### src/rtl/cmd_bundle_packer.sv
// rtl/cmd_bundle_packer.sv - packs DDR4 command entries and write data into 640-bit decoder bundles
module cmd_bundle_packer #(
    parameter int CMD_SLOTS    = 4,
    parameter int SLOT_WIDTH   = 32,
    parameter int WDATA_WIDTH  = 512,
    parameter int OUT_WIDTH    = CMD_SLOTS*SLOT_WIDTH+WDATA_WIDTH,
    parameter int IDLE_TIMEOUT = 16,
    parameter int CNT_WIDTH    = 32
) (
    input  logic                   clk,
    input  logic                   rst,
    input  logic [SLOT_WIDTH-1:0]  s_cmd_data,
    input  logic                   s_cmd_last,
    input  logic                   s_cmd_valid,
    output logic                   s_cmd_ready,
    input  logic [WDATA_WIDTH-1:0] s_wdata,
    input  logic                   s_wdata_valid,
    output logic                   s_wdata_ready,
    output logic [OUT_WIDTH-1:0]   out_data,
    output logic                   out_valid,
    output logic [CNT_WIDTH-1:0]   stat_bundles,
    output logic [CNT_WIDTH-1:0]   stat_wr_stalls
);
    localparam int SLOTS_W = CMD_SLOTS*SLOT_WIDTH;
    localparam int CW      = $clog2(CMD_SLOTS);
    localparam int IW      = $clog2(IDLE_TIMEOUT+1)+1;
    localparam logic [IW-1:0] IDLE_TO   = IW'(IDLE_TIMEOUT);
    localparam logic [CW-1:0] LAST_SLOT = CW'(CMD_SLOTS-1);

    logic [SLOTS_W-1:0]     r_slots;
    logic [WDATA_WIDTH-1:0] r_wbuf;
    logic [CW-1:0]          r_cnt;
    logic                   r_has_wr;
    logic [IW-1:0]          r_idle;
    logic                   r_out_valid;
    logic [OUT_WIDTH-1:0]   r_out_data;
    logic [CNT_WIDTH-1:0]   r_stat_bundles;
    logic [CNT_WIDTH-1:0]   r_stat_wr_stalls;

    logic                   w_is_wr;
    logic                   w_wr_conflict;
    logic                   w_accept;
    logic                   w_cnt_nz;
    logic [IW-1:0]          w_idle_inc;
    logic                   w_timeout;
    logic                   w_flush;
    logic                   w_stall;
    logic [SLOTS_W-1:0]     w_slots_next;
    logic [WDATA_WIDTH-1:0] w_wbuf_next;
    logic                   w_has_wr_next;
    logic [OUT_WIDTH-1:0]   w_bundle;

    always_comb begin
        w_is_wr       = (s_cmd_data[2:0] == 3'd4);
        w_wr_conflict = s_cmd_valid && w_is_wr && r_has_wr;
        s_cmd_ready   = !rst && !w_wr_conflict && !(w_is_wr && !s_wdata_valid);
        w_accept      = s_cmd_valid && s_cmd_ready;
        s_wdata_ready = w_accept && w_is_wr;
        w_stall       = s_cmd_valid && w_is_wr && !s_cmd_ready;
        w_cnt_nz      = (r_cnt != '0);
        w_idle_inc    = r_idle + IW'(1);
        w_timeout     = (IDLE_TIMEOUT > 0) && w_cnt_nz && !w_accept && (w_idle_inc == IDLE_TO);
        // A conflicting WR closes the open bundle so it can start the next one.
        w_flush       = (w_accept && ((r_cnt == LAST_SLOT) || s_cmd_last))
                      || (w_wr_conflict && w_cnt_nz)
                      || w_timeout;

        w_slots_next  = r_slots;
        w_wbuf_next   = r_wbuf;
        w_has_wr_next = r_has_wr;
        if (w_accept) begin
            w_slots_next[r_cnt*SLOT_WIDTH +: SLOT_WIDTH] = s_cmd_data;
        end
        if (s_wdata_ready) begin
            w_wbuf_next   = s_wdata;
            w_has_wr_next = 1'b1;
        end
        w_bundle = {(w_has_wr_next ? w_wbuf_next : {WDATA_WIDTH{1'b0}}), w_slots_next};
    end

    always_ff @(posedge clk) begin
        if (rst) begin
            r_slots          <= '0;
            r_wbuf           <= '0;
            r_cnt            <= '0;
            r_has_wr         <= 1'b0;
            r_idle           <= '0;
            r_out_valid      <= 1'b0;
            r_out_data       <= '0;
            r_stat_bundles   <= '0;
            r_stat_wr_stalls <= '0;
        end else begin
            r_out_valid <= w_flush;
            if (w_flush) begin
                r_out_data     <= w_bundle;
                r_slots        <= '0;
                r_wbuf         <= '0;
                r_cnt          <= '0;
                r_has_wr       <= 1'b0;
                r_idle         <= '0;
                r_stat_bundles <= r_stat_bundles + CNT_WIDTH'(1);
            end else begin
                r_slots  <= w_slots_next;
                r_wbuf   <= w_wbuf_next;
                r_has_wr <= w_has_wr_next;
                r_cnt    <= w_accept ? r_cnt + CW'(1) : r_cnt;
                // Idle time only accumulates while a partial bundle is waiting.
                r_idle   <= (w_accept || !w_cnt_nz) ? '0 : w_idle_inc;
            end
            if (w_stall) begin
                r_stat_wr_stalls <= r_stat_wr_stalls + CNT_WIDTH'(1);
            end
        end
    end

    assign out_valid      = r_out_valid;
    assign out_data       = r_out_data;
    assign stat_bundles   = r_stat_bundles;
    assign stat_wr_stalls = r_stat_wr_stalls;
endmodule

### config.mk
export PLATFORM = sky130hd
export DESIGN_NAME = cmd_bundle_packer
export DESIGN_NICKNAME = d
export VERILOG_FILES = /design/src/rtl/cmd_bundle_packer.sv
export SDC_FILE = /design/constraint.sdc
export NUM_CORES = 2
export LEC_CHECK = 0
export ABC_AREA = 1
export ABC_CLOCK_PERIOD_IN_PS = 3400
export CORE_AREA = 2 2 485 487
export DETAILED_ROUTE_END_ITERATION = 12
export DIE_AREA = 0 0 487 489
export PLACE_DENSITY = 0.47
export SETUP_SLACK_MARGIN = 0.3
export SLEW_MARGIN = 30
export SYNTH_ARGS = -nofsm -noshare
export SYNTH_HDL_FRONTEND = slang
export SYNTH_SLANG_ARGS = --single-unit
### constraint.sdc
create_clock -name clk -period 3.4 [get_ports clk]
set_input_delay 0.68 -clock clk [delete_from_list [all_inputs] [get_ports clk]]
set_output_delay 0.68 -clock clk [all_outputs]
set_load 0.02 [all_outputs]
==> flow_summary.ini <==
[worst_hold_path]
min_path_cells = 4
hold_path.startpoint = rst
hold_class = in2reg

[synth]
synth_top_cells_by_area = sky130_fd_sc_hd__dfxtp_1 (50%), sky130_fd_sc_hd__nand2_1 (23%), sky130_fd_sc_hd__nand4_1 (6.0%)
ys_seq_elements = 1354
synth_top_area_share_pct = 49.84
yosys_warnings = 0
synth-async-reset-ratio_pct = 0
synth_cell_types = 29
synthDominantAreaCellType = sky130_fd_sc_hd__dfxtp_1
netlist_area_before_placement_um2 = 54380
synth_fp_nets = 8417
dominantRegCellSynth = sky130_fd_sc_hd__dfxtp_1
synth-edff-count = 0
seq_area_frac_synth_pct = 49.84
syn_avg_cell_area_um2 = 6.920
synth_cells = 7859

[clock_tree]
clk_pin_slew_ns = 0.06
clkLatencyLatePin_ns = 0.83
clock_path_buffers = 3
htreeDepth = 4
cts_buffers = 161
resize_count_post_cts = 3
cts_post_setup_buffers_inserted = 0
cts_tree = built
cts-hold-fix-buffers = 0
clock_sink_count = 1354
clock-root-buffer = sky130_fd_sc_hd__clkbuf_16

[global_route]
globalRoute.totalOverflow = 0
grt_use_total_pct = 19.81
grt_pass1_vias = 51070
grt_antenna_before_repair = 76
grt_start_max_net_pins = 179
grt_first_pass_wirelength_mm = 352.1

[setup_path]
worst-path-buf-inv = 6
ff2ff_path_depth = 10
rr_startpoint = r_cnt[1]$_SDFFE_PP0P_
slowest_stage = sky130_fd_sc_hd__clkdlybuf4s50_1
critical_path_cell_count = 9
worst-path-max-fanout = 16
critical_path_class = in2out
cp.required_ns = 2.72
arrival_ns = 2.32
crit_path_end_kind = output port
crit_start = s_cmd_data[0]
critical-path-max-stage-delay_ns = 0.48
worstPathCellList = clkdlybuf4s50_1 > nor2_1 > buf_4 > nand3_1 > inv_2 > nand3_4 > inv_8 > buf_16 > buf_12
cpLargestDelayFamily = buffers and inverters
setup.worst_path.start_class = input pin

[routing]
detail_route.first_pass.iterations = 6
detailedRoute.firstIterationViolations = 3473
vias_per_cell = 4.390
detail-route-antenna-nets = 0
vias = 53680
wl_per_cell_um = 20.10
remaining_drc_errors = 0
detail_route.wirelength_mm = 245.8

[floorplanning]
core_box_area_um2 = 233600
i_o_pins = 1256
chip_height_um = 489
die_w_um = 487
row_cnt = 178
total_die_area_um2 = 238100
initial_utilization_pct = 23.28

[timing]
final.setup_skew_ns = 0.03722
final-setup-viol-count = 0
rsz0062_at_grt = false
timing.final.max_slew_violations = 0
max_freq_ghz = 0.3338
report.final.hold_viol_count = 0
worstMarginPinSlew_ns = 0.9537
fin_tns_setup_ns = 0
timing.final.crit_share_pct = 88.10
final.min_clock_period_ns = 2.995
relative_slew_slack_pct = 36.19

[cells_and_area]
post_route_cells_drive_above_1_share_pct = 5.930
nNetsFinal = 9564
fillCellCount = 25120
flow.area_growth_from_synthesis_pct = 41.27

[placed_design]
io_buffers = 1255
dp_hpwl_mm = 183.8
gp_routability_congestion = 0.9077

[power_and_ir_drop]
power_leakage_nw = 32.49
peak_supply_drop_v = 0.0004310
power-per-cell-area_nw_per_um2 = 470.8
power_mw = 36.17

[outcome]
status = complete, no violations

[job]
max_cap_viol_count = 0
## layer usage
layer	part of all wire [%]	global-route usage, %	routed length [um]
met3	7.9	5.784	19300
met5	0.16	0	388
met1	44	25.60	107500
met4	3.5	7.170	8518
met2	45	31.17	110100
## cell usage in the layout, fill, tap and decap left out, types with 7 or more instances in the layout
cell                              count
sky130_fd_sc_hd__clkdlybuf4s50_1   1252
sky130_fd_sc_hd__clkbuf_1            38
sky130_fd_sc_hd__dfxtp_1           1354
sky130_fd_sc_hd__nor2_1             757
sky130_fd_sc_hd__bufinv_16            8
sky130_fd_sc_hd__diode_2             28
sky130_fd_sc_hd__nor3_1              31
sky130_fd_sc_hd__nand3_1            318
sky130_fd_sc_hd__inv_1              809
sky130_fd_sc_hd__clkbuf_8            34
sky130_fd_sc_hd__nand2_1           3267
sky130_fd_sc_hd__clkinv_2            31
sky130_fd_sc_hd__buf_12              85
sky130_fd_sc_hd__buf_4              171
sky130_fd_sc_hd__ha_1                 7
sky130_fd_sc_hd__nand3b_1            14
sky130_fd_sc_hd__nand4_1            521
sky130_fd_sc_hd__xor2_1              20
sky130_fd_sc_hd__a21oi_1             55
sky130_fd_sc_hd__o21ai_0            145
sky130_fd_sc_hd__clkbuf_16          164
## kinds of logic after synthesis
| family | Yosys count | share of synthesized area (%) |
|---|---|---|
| flops | 1354 | 49.84 |
| fa+ha+maj | 9 | 0.2071 |
| xor+xnor | 22 | 0.3543 |
| compound gates | 202 | 1.864 |
| simple gates | 4925 | 37.39 |
| buf+inv | 1347 | 10.34 |
## registers in the layout (all words and copies together) (netlist names)
name and flops:
out_data 640, out_valid 1, r_cnt 2, r_has_wr 1
r_idle 6, r_slots 128, r_wbuf 512, stat_bundles 32
stat_wr_stalls 32
## final cells by class
| cell class | instances | area [um2] | area share [%] |
|---|---|---|---|
| Multi-Input combinational cell | 5158 | 21690 | 28.24 |
| Sequential cell | 1354 | 27110 | 35.28 |
| Timing Repair Buffer | 1512 | 15590 | 20.29 |
| Clock buffer | 236 | 4715 | 6.136 |
| Inverter | 819 | 3104 | 4.040 |
| Clock inverter | 61 | 725.7 | 0.9445 |
| Tap cell | 3060 | 3829 | 4.983 |
| Antenna cell | 28 | 70.07 | 0.09120 |
## synthesized netlist by cell type (2+ instances only)
cell type,instances
sky130_fd_sc_hd__xor2_1,20
sky130_fd_sc_hd__inv_1,811
sky130_fd_sc_hd__a21oi_1,55
sky130_fd_sc_hd__nand3_1,319
sky130_fd_sc_hd__nor3b_1,3
sky130_fd_sc_hd__inv_2,7
sky130_fd_sc_hd__buf_6,3
sky130_fd_sc_hd__nand3_2,2
sky130_fd_sc_hd__nand4_1,521
sky130_fd_sc_hd__or2_2,3
sky130_fd_sc_hd__buf_2,284
sky130_fd_sc_hd__ha_1,9
sky130_fd_sc_hd__nand3b_1,14
sky130_fd_sc_hd__nor3_1,33
sky130_fd_sc_hd__o21ai_0,145
sky130_fd_sc_hd__nor2_1,759
sky130_fd_sc_hd__nand2_1,3267
sky130_fd_sc_hd__buf_1,9
sky130_fd_sc_hd__dfxtp_1,1354
sky130_fd_sc_hd__xnor2_1,2
sky130_fd_sc_hd__buf_4,51
sky130_fd_sc_hd__clkbuf_1,181
## path summary, 6_finish.rpt
kind,to,slack [ns]
min reg2reg,out_data[12]$_SDFFE_PP0P_,0.44
min,out_data[638]$_SDFFE_PP0P_,0.35
max reg2reg,out_data[59]$_SDFFE_PP0P_,0.52
max,s_wdata_ready,0.40
## stage by stage
| step | setup WS [ns] | cells | util (%) | hold slack (ns) | area, um2 |
|---|---|---|---|---|---|
| floorplan | 0.9930 | 7859 | - | 0.4449 | 54380 |
| global placement | 0.03834 | 11900 | 30.51 | 0.4320 | 71290 |
| detailed placement | 0.01825 | 11900 | 30.51 | 0.4324 | 71290 |
| CTS | 0.3555 | 12200 | 32.84 | 0.2704 | 76730 |
| global route | 0.3058 | 12220 | 32.88 | 0.2978 | 76810 |
| finish | 0.4045 | 12230 | 32.89 | 0.3469 | 76830 |
## where the power goes
part	internal (mW)	switching [mW]
combinational	0.995	1.45
clock	10.3	7.43
sequential	16.0	0.0291
total	27.3	8.91
## worst register-to-register path, cell delays in order (launching register included)
cell and delay, ns:
sky130_fd_sc_hd__dfxtp_1 0.40, sky130_fd_sc_hd__inv_1 0.10, sky130_fd_sc_hd__ha_1 0.52, sky130_fd_sc_hd__clkinv_1 0.14
sky130_fd_sc_hd__nor2_1 0.74, sky130_fd_sc_hd__nand3_1 0.26, sky130_fd_sc_hd__o21ai_0 0.15, sky130_fd_sc_hd__nand2_1 0.07
sky130_fd_sc_hd__o21ai_0 0.17, sky130_fd_sc_hd__nand3_1 0.15, sky130_fd_sc_hd__nand2_1 0.10
Note: power is estimated with default switching activity, not from simulation.
